===== src/rtl/mem_ctrl_pkg.sv =====
// Shared definitions for the LC-3 MAR/MDR memory access sequencer.
// State encoding and default geometry/timeout values live here so the
// sequencer and its optional timeout counter agree on them.
package mem_ctrl_pkg;

    localparam int unsigned ADDR_W_DEF      = 16;
    localparam int unsigned DATA_W_DEF      = 16;
    localparam int unsigned TIMEOUT_CYC_DEF = 64;

    localparam logic [1:0] ST_IDLE   = 2'd0;
    localparam logic [1:0] ST_ACCESS = 2'd1;
    localparam logic [1:0] ST_DONE   = 2'd2;

endpackage


===== src/rtl/mem_timeout_ctr.sv =====
// ACCESS-phase watchdog for mem_access_ctrl. Counts cycles while enabled
// and flags expiry during the TIMEOUT_CYC-th enabled cycle, so the
// sequencer can leave ACCESS on that same edge. Only used when
// MEM_TIMEOUT_EN is defined.
module mem_timeout_ctr
    import mem_ctrl_pkg::*;
#(
    parameter int unsigned TIMEOUT_CYC = TIMEOUT_CYC_DEF
) (
    input  logic clk,
    input  logic rst_n,
    input  logic clear_i,
    input  logic enable_i,
    output logic expired_o
);

    localparam int unsigned CNT_W = (TIMEOUT_CYC > 1) ? $clog2(TIMEOUT_CYC) : 1;
    localparam logic [CNT_W-1:0] CNT_LAST = CNT_W'(TIMEOUT_CYC - 1);

    logic [CNT_W-1:0] cnt_q;
    logic [CNT_W-1:0] cnt_d;

    // Next count: clear has priority, then saturating increment while enabled.
    always_comb begin
        cnt_d = cnt_q;
        if (clear_i) begin
            cnt_d = {CNT_W{1'b0}};
        end else if (enable_i && (cnt_q != CNT_LAST)) begin
            cnt_d = cnt_q + {{(CNT_W-1){1'b0}}, 1'b1};
        end else begin
            cnt_d = cnt_q;
        end
    end

    // Count register.
    always_ff @(posedge clk or negedge rst_n) begin
        if (!rst_n) begin
            cnt_q <= {CNT_W{1'b0}};
        end else begin
            cnt_q <= cnt_d;
        end
    end

    assign expired_o = enable_i && (cnt_q == CNT_LAST);

endmodule


===== src/rtl/mem_access_ctrl.sv =====
// LC-3 MAR/MDR memory access sequencer (IDLE -> ACCESS -> DONE).
// Drives the external MARMUX select, latches its output into MAR, holds a
// ready handshake with memory and returns load data with a one-cycle ack.
// Optional feature: define MEM_TIMEOUT_EN to abort ACCESS after
// TIMEOUT_CYC cycles without memReady (err pulses with ack).
module mem_access_ctrl
    import mem_ctrl_pkg::*;
#(
    parameter int unsigned ADDR_W      = ADDR_W_DEF,
    parameter int unsigned DATA_W      = DATA_W_DEF,
    parameter int unsigned TIMEOUT_CYC = TIMEOUT_CYC_DEF
) (
    input  logic              clk,
    input  logic              rst_n,
    input  logic              req,
    input  logic              reqWrite,
    input  logic              reqTrap,
    input  logic [DATA_W-1:0] wrData,
    input  logic [ADDR_W-1:0] marMuxOut,
    output logic              selMAR,
    output logic [ADDR_W-1:0] mar,
    output logic              memEn,
    output logic              memWe,
    output logic [DATA_W-1:0] memWData,
    input  logic [DATA_W-1:0] memRData,
    input  logic              memReady,
    output logic              ack,
    output logic [DATA_W-1:0] rdData,
    output logic              err
);

    logic [1:0]        state_q, state_d;
    logic [ADDR_W-1:0] mar_q, mar_d;
    logic [DATA_W-1:0] wdata_q, wdata_d;
    logic [DATA_W-1:0] rdata_q, rdata_d;
    logic              write_q, write_d;
    logic              trap_q, trap_d;
    logic              mem_en_q, mem_en_d;
    logic              mem_we_q, mem_we_d;
    logic              ack_q, ack_d;
    logic              err_q, err_d;
    logic              timeout_s;

`ifdef MEM_TIMEOUT_EN
    // Counter is held clear outside ACCESS, so it starts from zero on entry.
    mem_timeout_ctr #(
        .TIMEOUT_CYC (TIMEOUT_CYC)
    ) u_timeout (
        .clk       (clk),
        .rst_n     (rst_n),
        .clear_i   (state_q != ST_ACCESS),
        .enable_i  (state_q == ST_ACCESS),
        .expired_o (timeout_s)
    );
`else
    // Without the watchdog ACCESS waits forever; the timeout length is moot.
    logic unused_timeout_cfg_s;
    assign unused_timeout_cfg_s = (TIMEOUT_CYC == 0);
    assign timeout_s = 1'b0;
`endif

    // Sequencer next-state and datapath capture; registered outputs are
    // derived from the next state so they line up with the state register.
    always_comb begin
        state_d = state_q;
        mar_d   = mar_q;
        wdata_d = wdata_q;
        rdata_d = rdata_q;
        write_d = write_q;
        trap_d  = trap_q;
        err_d   = 1'b0;

        case (state_q)
            ST_IDLE: begin
                if (req) begin
                    state_d = ST_ACCESS;
                    mar_d   = marMuxOut;
                    wdata_d = wrData;
                    write_d = reqWrite;
                    trap_d  = reqTrap;
                end else begin
                    state_d = ST_IDLE;
                end
            end
            ST_ACCESS: begin
                // Ready beats a coincident timeout.
                if (memReady) begin
                    state_d = ST_DONE;
                    if (!write_q) begin
                        rdata_d = memRData;
                    end else begin
                        rdata_d = rdata_q;
                    end
                end else if (timeout_s) begin
                    state_d = ST_DONE;
                    err_d   = 1'b1;
                end else begin
                    state_d = ST_ACCESS;
                end
            end
            ST_DONE: begin
                state_d = ST_IDLE;
            end
            default: begin
                state_d = ST_IDLE;
            end
        endcase

        mem_en_d = (state_d == ST_ACCESS);
        mem_we_d = (state_d == ST_ACCESS) && write_d;
        ack_d    = (state_d == ST_DONE);
    end

    // State, address/data holding registers and registered handshake outputs.
    always_ff @(posedge clk or negedge rst_n) begin
        if (!rst_n) begin
            state_q  <= ST_IDLE;
            mar_q    <= {ADDR_W{1'b0}};
            wdata_q  <= {DATA_W{1'b0}};
            rdata_q  <= {DATA_W{1'b0}};
            write_q  <= 1'b0;
            trap_q   <= 1'b0;
            mem_en_q <= 1'b0;
            mem_we_q <= 1'b0;
            ack_q    <= 1'b0;
            err_q    <= 1'b0;
        end else begin
            state_q  <= state_d;
            mar_q    <= mar_d;
            wdata_q  <= wdata_d;
            rdata_q  <= rdata_d;
            write_q  <= write_d;
            trap_q   <= trap_d;
            mem_en_q <= mem_en_d;
            mem_we_q <= mem_we_d;
            ack_q    <= ack_d;
            err_q    <= err_d;
        end
    end

    // In IDLE the select follows the request directly so marMuxOut settles
    // within the acceptance cycle; afterwards it holds the latched choice.
    assign selMAR   = (state_q == ST_IDLE) ? reqTrap : trap_q;
    assign mar      = mar_q;
    assign memEn    = mem_en_q;
    assign memWe    = mem_we_q;
    assign memWData = wdata_q;
    assign rdData   = rdata_q;
    assign ack      = ack_q;
    assign err      = err_q;

endmodule

===== config.mk =====
export PLATFORM = sky130hd
export DESIGN_NAME = mem_access_ctrl
export DESIGN_NICKNAME = d
export VERILOG_FILES = /design/src/rtl/mem_ctrl_pkg.sv /design/src/rtl/mem_timeout_ctr.sv /design/src/rtl/mem_access_ctrl.sv
export SDC_FILE = /design/constraint.sdc
export NUM_CORES = 1
export LEC_CHECK = 0
export CAP_MARGIN = 20
export CORE_MARGIN = 4
export CORE_UTILIZATION = 25
export DETAILED_ROUTE_END_ITERATION = 16
export DONT_BUFFER_PORTS = 1
export MAX_ROUTING_LAYER = met4
export PLACE_DENSITY_LB_ADDON = 0.05
export SYNTH_ARGS = -nofsm -noshare
export SYNTH_HDL_FRONTEND = slang
export SYNTH_SLANG_ARGS = --single-unit

===== constraint.sdc =====
create_clock -name clk -period 3.4 [get_ports clk]
set_clock_uncertainty 0.05 [all_clocks]
set_input_delay 0.17 -clock clk [delete_from_list [all_inputs] [get_ports clk]]
set_output_delay 0.17 -clock clk [all_outputs]
set_load 0.1 [all_outputs]

==> reports/metrics.yaml <==
global_routing:
  antenna_found_initial: 0
  track_usage: 0.0983
  first_global_vias: 1433
  grt_pass1_wl_um: 7500
  grt-ovfl-total: 0
  grt_max_degree: 56
sta:
  worst_pin_slew_ps: 983
  slew_headroom: 0.345
  fin_crit_ps: 2150
  fmax_mhz: 465
  finalWorstSetupSlack_ps: 1250
  slew_viol_final: 0
  rsz0062_at_grt: "no"
  fin_setup_tns_ps: 0
  setup_violations: 0
  hold_viol: 0
  hold_slack_ps: 12.0
  post-route-period-util: 0.632
setup_path:
  crit_path_max_incr_delay_ps: 740
  worstReg2RegStart: "state_q[1]"
  timing.rr.end: "mar[3]"
  path_cells: "nor3b_4 > buf_4 > mux2_2"
  worst-path-max-fanout: 18
  cp.required_ps: 3540
  cp.buffers_inverters: 1
  crit_type: "flip-flop to flip-flop"
  cpLargestDelayFamily: "simple AND/OR/NAND/NOR gates"
  rrSetupSlack_ps: 1250
  critPathCaptureType: "flip-flop"
  critPathLaunchType: "flip-flop"
  cpMaxStageDelayCell: "nor3b_4"
  r2r_cells: 3
  worstPathArrival_ps: 2290
routing:
  drtAntennaViolNets: 0
  wl_per_cell_um: 16.8
  routed_wirelength_um: 4850
  dr.pass1.iters: 3
  dr_wl_met3_um: 416
  via_per_inst: 4.24
  route.detailed.drc: 0
  dr_wl_met2_um: 2590
  met1_length_um: 1810
  highest_layer: "met4"
  num_vias: 1220
  drtIter0Drc: 13
place:
  pre_cts_ws_ps: 1200
  portBuffers: 0
  gp_congestion: 0.691
cts:
  cts_buffer_depth: 2
  path_clk_slew_ps: 90
  clkLatencyLatePin_ps: 300
  clock-sinks: 55
  cts_tree: "done"
  htree_levels: 2
  cts_made_buffers: 5
  root_buffer: "clkbuf_8"
yosys:
  synth.distinct_cells: 15
  syn-cell-area_um2: 2160
  syn_nets: 182
  avgSynthCellArea_um2: 16.9
  ys_seq_area_frac: 0.638
  yosysWarnings: 0
  postSynthCellCount: 128
  synth.largest_area_cell: "dfrtp_1"
  yosysTopAreaCellShare: 0.638
  synthTopCellsByArea: "dfrtp_1 (64%), mux2_2 (20%), mux2_4 (7.0%), buf_6 (2.6%), mux2_1 (1.0%)"
  synth_seq_cells: 55
min_path:
  worstHoldPathCells: 2
  hold-path-endpoint: "memWe"
  min_path_type: "input pin to flip-flop"
  hold_start: "memReady"
finish:
  seq_area_um2: 1380
  diodes: 0
  final_nets: 236
  finish.utilization: 0.344
  drive_above_1_share: 0.317
  n_fill_cell: 776
  multi_input_area_um2: 704
  syn2layout_area_growth_pct: 32.5
floorplan:
  io_pins: 107
  die_h_um: 101
  coreArea_um2: 8300
  dieArea_um2: 10200
  start_util: 0.260
  die_w_um: 101
  row_count: 33
run_status:
  outcome: "complete, no violations"
flow_run:
  cap_violations: 0
## synthesized netlist by cell type (all sizes together)
| cell type | instances |
|---|---|
| nand3b | 2 |
| nor2 | 3 |
| dfrtp | 55 |
| a21oi | 3 |
| nand2b | 2 |
| nand2 | 1 |
| conb | 1 |
| and4bb | 1 |
| nor3b | 1 |
| mux2 | 51 |
| buf | 8 |
## worst max path at each step
stage	start	end	cells after the start
3_5_place_dp	state_q[1]	mar[15]	3
2_1_floorplan	state_q[1]	mar[0]	4
6_report	state_q[1]	mar[3]	3
5_1_grt	state_q[1]	mar[15]	3
4_1_cts	state_q[1]	mar[8]	3
3_3_place_gp	state_q[1]	memWData[8]	3
## registers in the layout, indices dropped and copies added, names as in the netlist
signal	flops
memWData	16
mar	16
memEn	1
ack	1
write_q	1
trap_q	1
memWe	1
state_q	2
rdData	16
## cells in the final DEF (no fill, tap or decap), drive strengths merged
master        n
mux2         51
dlygate4sd3  53
dfrtp        55
nor2          3
a21oi         3
conb          1
nand2b        2
buf           2
nand3b        2
nand2         1
nor3b         1
clkbuf        7
and4bb        1
clkinv        1
## what timing repair did
item,CTS,global route
hold endpoints to repair,110,0
hold buffers,54,0
buffers inserted,0,0
resized for setup,0,0
## metrics by stage
step                      instance area (um^2)  instances
after floorplan                           2160        128
after global placement                    2220        226
after detailed placement                  2220        226
after CTS                                 2860        288
after global routing                      2860        288
final                                     2860        288
## cell type report
class | instances | share of cell area
Tap cell | 105 | 0.0460
Multi-Input combinational cell | 65 | 0.246
Sequential cell | 55 | 0.481
Clock inverter | 1 | 0.00175
Clock buffer | 7 | 0.0267
Timing Repair Buffer | 55 | 0.198
## cells by family (layout without fill, tap and decap cells)
| group | count (synthesis) | count (layout) | share of synthesized area |
|---|---|---|---|
| buffers and inverters | 8 | 63 | 0.0354 |
| flip-flops | 55 | 55 | 0.638 |
| multiplexers | 51 | 51 | 0.284 |
| other | 1 | 1 | 0.00174 |
| AND/OR/NAND/NOR | 10 | 10 | 0.0342 |
| AO/OA/AOI/OAI | 3 | 3 | 0.00696 |
## routing by layer
layer  track usage  vias up
met1         0.101      605
met2         0.179       61
met3        0.0325        2
met4        0.0276        0
met5             -        -
li1              -      552
Power is left out: the tool's default activity adds up to more than one toggle a clock period on the data nets, which glitch-free logic cannot reach.
